`config.mk`:
```
export PLATFORM = sky130hd
export DESIGN_NAME = sync_fifo_param
export DESIGN_NICKNAME = d
export VERILOG_FILES = /design/src/rtl/sync_fifo_param.sv
export SDC_FILE = /design/constraint.sdc
export NUM_CORES = 1
export LEC_CHECK = 0
export BUFFER_PORTS_ARGS = -buffer_cell sky130_fd_sc_hd__clkbuf_2
export CORE_MARGIN = 2
export CORE_UTILIZATION = 40
export CTS_CLUSTER_DIAMETER = 100
export DETAILED_ROUTE_END_ITERATION = 10
export SLEW_MARGIN = 20
export SYNTH_ARGS = -nofsm -noshare
export SYNTH_HDL_FRONTEND = slang
export SYNTH_SLANG_ARGS = --single-unit
```
`constraint.sdc`:
```
create_clock -name clock -period 2.88 [get_ports clock]
set_input_delay 0.288 -clock clock [delete_from_list [all_inputs] [get_ports clock]]
set_output_delay 0.288 -clock clock [all_outputs]
set_load 0.01 [all_outputs]
```
`src/rtl/sync_fifo_param.sv`:
```
// Parametrised single-clock FIFO with occupancy count, almost-full/almost-empty flags
// and sticky overflow/underflow. Define FIFO_FWFT_EN for first-word-fall-through mode.
module sync_fifo_param #(
    parameter int DATA_WIDTH    = 8,
    parameter int DEPTH         = 16,
    parameter int AFULL_THRESH  = 12,
    parameter int AEMPTY_THRESH = 2
) (
    input  logic                    clock,
    input  logic                    reset,
    input  logic                    write_enb,
    input  logic                    read_enb,
    input  logic [DATA_WIDTH-1:0]   data_in,
    input  logic                    clear_err,
    output logic [DATA_WIDTH-1:0]   data_out,
    output logic                    full,
    output logic                    empty,
    output logic                    almost_full,
    output logic                    almost_empty,
    output logic [$clog2(DEPTH):0]  count,
    output logic                    overflow,
    output logic                    underflow
);
    localparam int AW = $clog2(DEPTH);
    localparam logic [AW:0] C_DEPTH  = (AW+1)'(DEPTH);
    localparam logic [AW:0] C_AFULL  = (AW+1)'(AFULL_THRESH);
    localparam logic [AW:0] C_AEMPTY = (AW+1)'(AEMPTY_THRESH);

    logic [DATA_WIDTH-1:0] r_mem [DEPTH];
    logic [AW-1:0]         r_wr_ptr;
    logic [AW-1:0]         r_rd_ptr;
    logic [AW:0]           r_count;
    logic [DATA_WIDTH-1:0] r_data_out;
    logic                  r_full;
    logic                  r_empty;
    logic                  r_afull;
    logic                  r_aempty;
    logic                  r_overflow;
    logic                  r_underflow;

    logic                  w_wr_ok;
    logic                  w_rd_ok;
    logic [AW:0]           w_count_next;

    // A write into a full FIFO is still accepted when a read frees a slot on the same edge.
    assign w_wr_ok      = write_enb && (!r_full || read_enb);
    assign w_rd_ok      = read_enb && !r_empty;
    assign w_count_next = r_count + {{AW{1'b0}}, w_wr_ok} - {{AW{1'b0}}, w_rd_ok};

`ifdef FIFO_FWFT_EN
    // Output stage holds the head word; r_count includes it, so the RAM holds r_count - valid.
    logic        r_out_valid;
    logic [AW:0] w_mem_count;
    logic        w_load;
    logic        w_bypass;
    logic        w_mem_pop;
    logic        w_mem_push;

    // NOTE: every signal driven in always_comb gets a value on every path, so no latch is inferred.
    always_comb begin
        w_mem_count = r_count - {{AW{1'b0}}, r_out_valid};
        w_load      = !r_out_valid || w_rd_ok;
        w_mem_pop   = w_load && (w_mem_count != '0);
        w_bypass    = w_load && (w_mem_count == '0) && w_wr_ok;
        w_mem_push  = w_wr_ok && !w_bypass;
    end
`else
    logic w_mem_pop;
    logic w_mem_push;

    assign w_mem_pop  = w_rd_ok;
    assign w_mem_push = w_wr_ok;
`endif

    // NOTE: storage RAM has no reset; validity is tracked by pointers and count alone.
    always_ff @(posedge clock) begin
        if (w_mem_push) begin
            r_mem[r_wr_ptr] <= data_in;
        end
    end

    // NOTE: sequential state uses non-blocking assignments so all registers update together.
    always_ff @(posedge clock) begin
        if (reset) begin
            r_wr_ptr    <= '0;
            r_rd_ptr    <= '0;
            r_count     <= '0;
            r_data_out  <= '0;
            r_full      <= 1'b0;
            r_empty     <= 1'b1;
            r_afull     <= 1'b0;
            r_aempty    <= 1'b1;
            r_overflow  <= 1'b0;
            r_underflow <= 1'b0;
`ifdef FIFO_FWFT_EN
            r_out_valid <= 1'b0;
`endif
        end else begin
            if (w_mem_push) begin
                r_wr_ptr <= r_wr_ptr + AW'(1);
            end
            if (w_mem_pop) begin
                r_rd_ptr <= r_rd_ptr + AW'(1);
            end
`ifdef FIFO_FWFT_EN
            if (w_mem_pop) begin
                r_data_out <= r_mem[r_rd_ptr];
            end else if (w_bypass) begin
                r_data_out <= data_in;
            end
            if (w_load) begin
                r_out_valid <= w_mem_pop || w_bypass;
            end
`else
            if (w_rd_ok) begin
                r_data_out <= r_mem[r_rd_ptr];
            end
`endif
            r_count     <= w_count_next;
            r_full      <= (w_count_next == C_DEPTH);
            r_empty     <= (w_count_next == '0);
            r_afull     <= (w_count_next >= C_AFULL);
            r_aempty    <= (w_count_next <= C_AEMPTY);
            // A fresh error in the clear cycle takes priority over the clear.
            r_overflow  <= (r_overflow && !clear_err) || (write_enb && r_full && !read_enb);
            r_underflow <= (r_underflow && !clear_err) || (read_enb && r_empty);
        end
    end

    assign data_out     = r_data_out;
    assign full         = r_full;
    assign empty        = r_empty;
    assign almost_full  = r_afull;
    assign almost_empty = r_aempty;
    assign count        = r_count;
    assign overflow     = r_overflow;
    assign underflow    = r_underflow;

endmodule

```
---- After elaboration in Yosys (flattened, before gate mapping) ----
Memories as Yosys holds them, arrays and structs flattened. A register that Yosys moved wholly into a read port is not among the register bits.
Cells that the tools add are included.
W data, S select, Z words.
storage, ports and cells
  memories ................................ 1
  flip-flop bits (word level) ............. 19
  output and inout bits ................... 19
  RAM bits ................................ 128
  word-level logic and storage cells ...... 34
  input port bits ......................... 13
memories
  memory  depth  bits a word  read ports  clocked after memory_dff  write ports  line  text
  r_mem   16     8            1           1                         1            29    logic [DATA_WIDTH-1:0] r_mem [DEPTH];
cells by class
  eq/ne operators ......................... 1
  magnitude comparators ................... 2
  mux-type cells .......................... 2
  add/subtract/negate cells ............... 4
  reductions and logical operators ........ 15
operator list
  cell                   number
  $add A4 B1 Y4 const B  2
  $logic_and A1 B1 Y1    7
  $add A5 B1 Y5          1
  $eq A5 B5 Y1 const B   1
  $ge A5 B4 Y1 const B   1
  $le A5 B2 Y1 const B   1
  $logic_not A5 Y1       1
  $sub A5 B1 Y5          1
  $logic_not A1 Y1       4
  $logic_or A1 B1 Y1     3
  $mux W1                2

---- Depth between registers and ports, before layout ----
  word-level depth ........................ 6
  depth in mapped cells ................... 13
  mapped depth without buffers ............ 13

---- Worst setup path before layout ----
OpenSTA, ideal clock, no wires.
  path type ............................... reg2reg
  from .................................... register r_full, in the netlist full
  to ...................................... register r_aempty, in the netlist almost_empty
  data required time ...................... 2768 ps
  setup slack ............................. 494 ps
  library setup time ...................... 112 ps
  data arrival time ....................... 2274 ps
  stages on the path, launching flop included .. 13
  cells stage by stage .................... dfxtp_1 -> a21boi_2 -> inv_1 -> ha_1 -> inv_1 -> ha_1 -> inv_1 -> fa_1 -> nor2b_1 -> o21ai_0 -> a21oi_1 -> nor3b_2 -> a2111oi_1
on the way
  word-level cells in the longest chain between the ends .. 6
ends and longest elaborated chain
  element                 line  text
  from (decl)             34    logic r_full;
  from (signal assigned)  120   r_full <= (w_count_next == C_DEPTH);
  $logic_not A1 Y1        46    assign w_wr_ok = write_enb && (!r_full || read_enb);
  $logic_or A1 B1 Y1      46
  $logic_and A1 B1 Y1     46
  $add A5 B1 Y5           48    assign w_count_next = r_count + {{AW{1'b0}}, w_wr_ok} - {{AW{1'b0}}, w_rd_ok};
  $sub A5 B1 Y5           48
  $le A5 B2 Y1            123   r_aempty <= (w_count_next <= C_AEMPTY);
  to (signal assigned)    123
  to (decl)               37    logic r_aempty;
Every way passes these cells.
A chain may end at the register's enable or synchronous reset.

---- Worst setup path in the final report ----
  from .................................... register r_empty, in the netlist empty
  to ...................................... register r_full, in the netlist full
on the way
  word-level cells in the longest chain between the ends .. 4
ends and longest elaborated chain
  element                 line  text
  from (decl)             35    logic r_empty;
  from (signal assigned)  121   r_empty <= (w_count_next == '0);
  $logic_not A1 Y1        47    assign w_rd_ok = read_enb && !r_empty;
  $logic_and A1 B1 Y1     47
  named net w_mem_pop     68    logic w_mem_pop;
  $sub A5 B1 Y5           48
  $eq A5 B5 Y1            120
The timed path passes the listed nets, and every way through them passes these cells.

==> impl_metrics.toml <==
[detailed_routing]
antenna_left = 0
drt_iter0_markers = 140
wirelength_um = 11780
vias = 3155
wl_per_cell_um = 19.12
drc = 0
drt_first_pass_iters = 4
viasPerCell = 5.122

[timing]
worst_slack_ns = 0.3389
tightest_slew_ns = 0.8184
fmax_ghz = 0.3935
holdWs_ns = 0.1277
hold_viol = 0
rsz0062_at_grt = "false"
tns_ns = 0
slew_headroom_pct = 45.24
fin_skew_ns = 0.009955
fin_crit_ns = 2.541
setup_viol = 0
fin_crit_sh_pct = 88.23
drv_slew = 0

[cts]
cts-root-buf = "clkbuf_16"
htree_levels = 4
clk_latency_ns = 0.42
cts_max_path_buffers = 2
numCtsBuffers = 17
numClockSinks = 155
clk_pin_slew_ns = 0.06
cts_setup_buffers = 0
cts_hold_buf = 0
tritoncts = "done"
post_cts_resized = 0

[placed_design]
port_buffers = 31
pre_cts_slack_ns = 0.3626
gp_congestion = 0.7279
post-dp-hpwl_um = 7556

[min_path]
hold-path-cell-count = 3
hold_path_end = "underflow"
hp-class = "in -> reg"
hold_start = "read_enb"

[global_routing]
grt.total_usage_pct = 15.65
antenna_found_initial = 0
grt_max_degree = 20
grt_pass1_wl_um = 18200
overflow = 0
grt_pass1_vias = 3083

[run_status]
outcome = "finished, final reports clean"

[worst_setup_path]
rr_worst_depth = 12
r2r-end = "full"
cp_max_fo = 5
end_kind = "flop"
critical_path_class = "reg -> reg"
arrival_ns = 2.90
start_kind = "flop"
r2r-start = "empty"
required_ns = 3.24
regToRegSetupSlack_ns = 0.34

[floorplan]
fp-row-count = 45
start_util_pct = 40.46
fp.dieArea_um2 = 16210
die_h_um = 127.3
die_w_um = 127.3
ios = 32
core_um2 = 15030

[synth]
async_flop_share_pct = 0
synth_seq_cells = 155
synth_top_area_cell = "edfxtp_1"
yosysWarnings = 0
synth.avg_cell_area_um2 = 16.89
syn_area_um2 = 6082
synth.top_cells.by_area = "edfxtp_1 63%, dfxtp_1 8.9%, mux4_2 6.7%"
synth_edf_count = 128
netlist.area_leader.share_pct = 63.20
syn_nets = 384
ys_types = 35
ys_dominant_reg_cell = "edfxtp_1"
synth-seq-area-share_pct = 72.08
syn_inst = 360

[power_and_ir_drop]
power_mw = 5.680
power_density_nw_per_um2 = 796.0
ir_worst_vdd_uv = 417.7
leakage_nw = 2.427

[cells_and_area]
nets = 439
final_common_cell = "edfxtp_1"
layout_common_cells = "128 x edfxtp_1, 36 x mux2i_1, 31 x clkbuf_2"
area_delta_synth_final_pct = 17.32
final_util_pct = 47.47
drive_gt1_share_pct = 24.30
antenna_cells = 0

[run]
maxCapViolCount = 0
sequential cells by signal (all words and copies together), names as in the netlist:
register / flops
count: 5
underflow: 1
data_out: 8
almost_full: 1
empty: 1
r_mem: 128
r_wr_ptr: 4
overflow: 1
almost_empty: 1
full: 1
r_rd_ptr: 4
how the worst max path moves through the flow:
stage	from	slack, ns	to	cells after the start
after CTS	empty	0.34	full	12
after detailed placement	read_enb	0.36	full	13
after global routing	empty	0.16	almost_empty	12
final	empty	0.34	full	12
after floorplan	full	0.49	almost_empty	12
after global placement	read_enb	0.40	full	13
cells by family after synthesis:
family | Yosys count | synth area share [%]
AOI/OAI and AO/OA | 42 | 4.834
buffers and inverters | 31 | 2.201
muxes | 55 | 12.78
xor gates and xnor gates | 9 | 1.296
DFF | 155 | 72.08
and+or+nand+nor | 57 | 4.423
adders and majority gates | 11 | 2.386
cell usage after synthesis (2+ instances only):
| library cell | instances |
|---|---|
| o21ai_1 | 3 |
| a21oi_1 | 6 |
| a32oi_1 | 8 |
| inv_1 | 14 |
| nor3_1 | 4 |
| nand3_1 | 2 |
| edfxtp_1 | 128 |
| mux2i_1 | 36 |
| dfxtp_1 | 27 |
| a22oi_1 | 15 |
| ha_1 | 10 |
| nand2b_1 | 4 |
| nand2_1 | 9 |
| nor2_1 | 27 |
| mux4_2 | 18 |
| xor2_1 | 8 |
| nor2b_1 | 4 |
| buf_1 | 4 |
| buf_2 | 5 |
| buf_4 | 3 |
| clkbuf_1 | 5 |
| a21o_1 | 2 |
| o21ai_0 | 6 |
routing by layer:
metal  wire [um]  share of wire [%]  track usage [%]  vias up
li1            -                  -                -     1498
met1        5363                 46            20.94     1598
met2        5785                 49            24.88       51
met3         512                4.3            3.727        8
met4         115               0.98            6.206        0
met5           0                  0                0        -
through the flow:
step / instance area, um2 / std cells
final: 7136 / 616
after global routing: 7136 / 616
after CTS: 7136 / 616
after detailed placement: 6558 / 584
after global placement: 6558 / 584
after floorplan: 6082 / 360
layout make-up:
type	instances	area, um2
timing repair buffer	53	320.3
multi-input combinational	174	1564
clock buffer	21	460.4
fill	1267	7898
sequential	155	4385
clock inverter	11	117.6
tap	188	235.2
inverter	14	52.55
power breakdown:
part / internal (mW) / switching [mW] / total [mW]
clock network: 1.32 / 0.838 / 2.16
registers: 2.57 / 0.0773 / 2.64
logic: 0.375 / 0.505 / 0.879
total: 4.26 / 1.42 / 5.68
critical path, cell delays in order, from the launching register on:
cell	delay, ns
dfxtp_1	0.35
nand2b_1	0.21
inv_1	0.13
ha_1	0.31
inv_1	0.06
ha_1	0.15
inv_1	0.05
fa_1	0.40
nor2b_1	0.11
o21ai_0	0.10
nand3_1	0.10
nor3b_2	0.30
and3_1	0.21
Power figures use the tool's default switching activity.
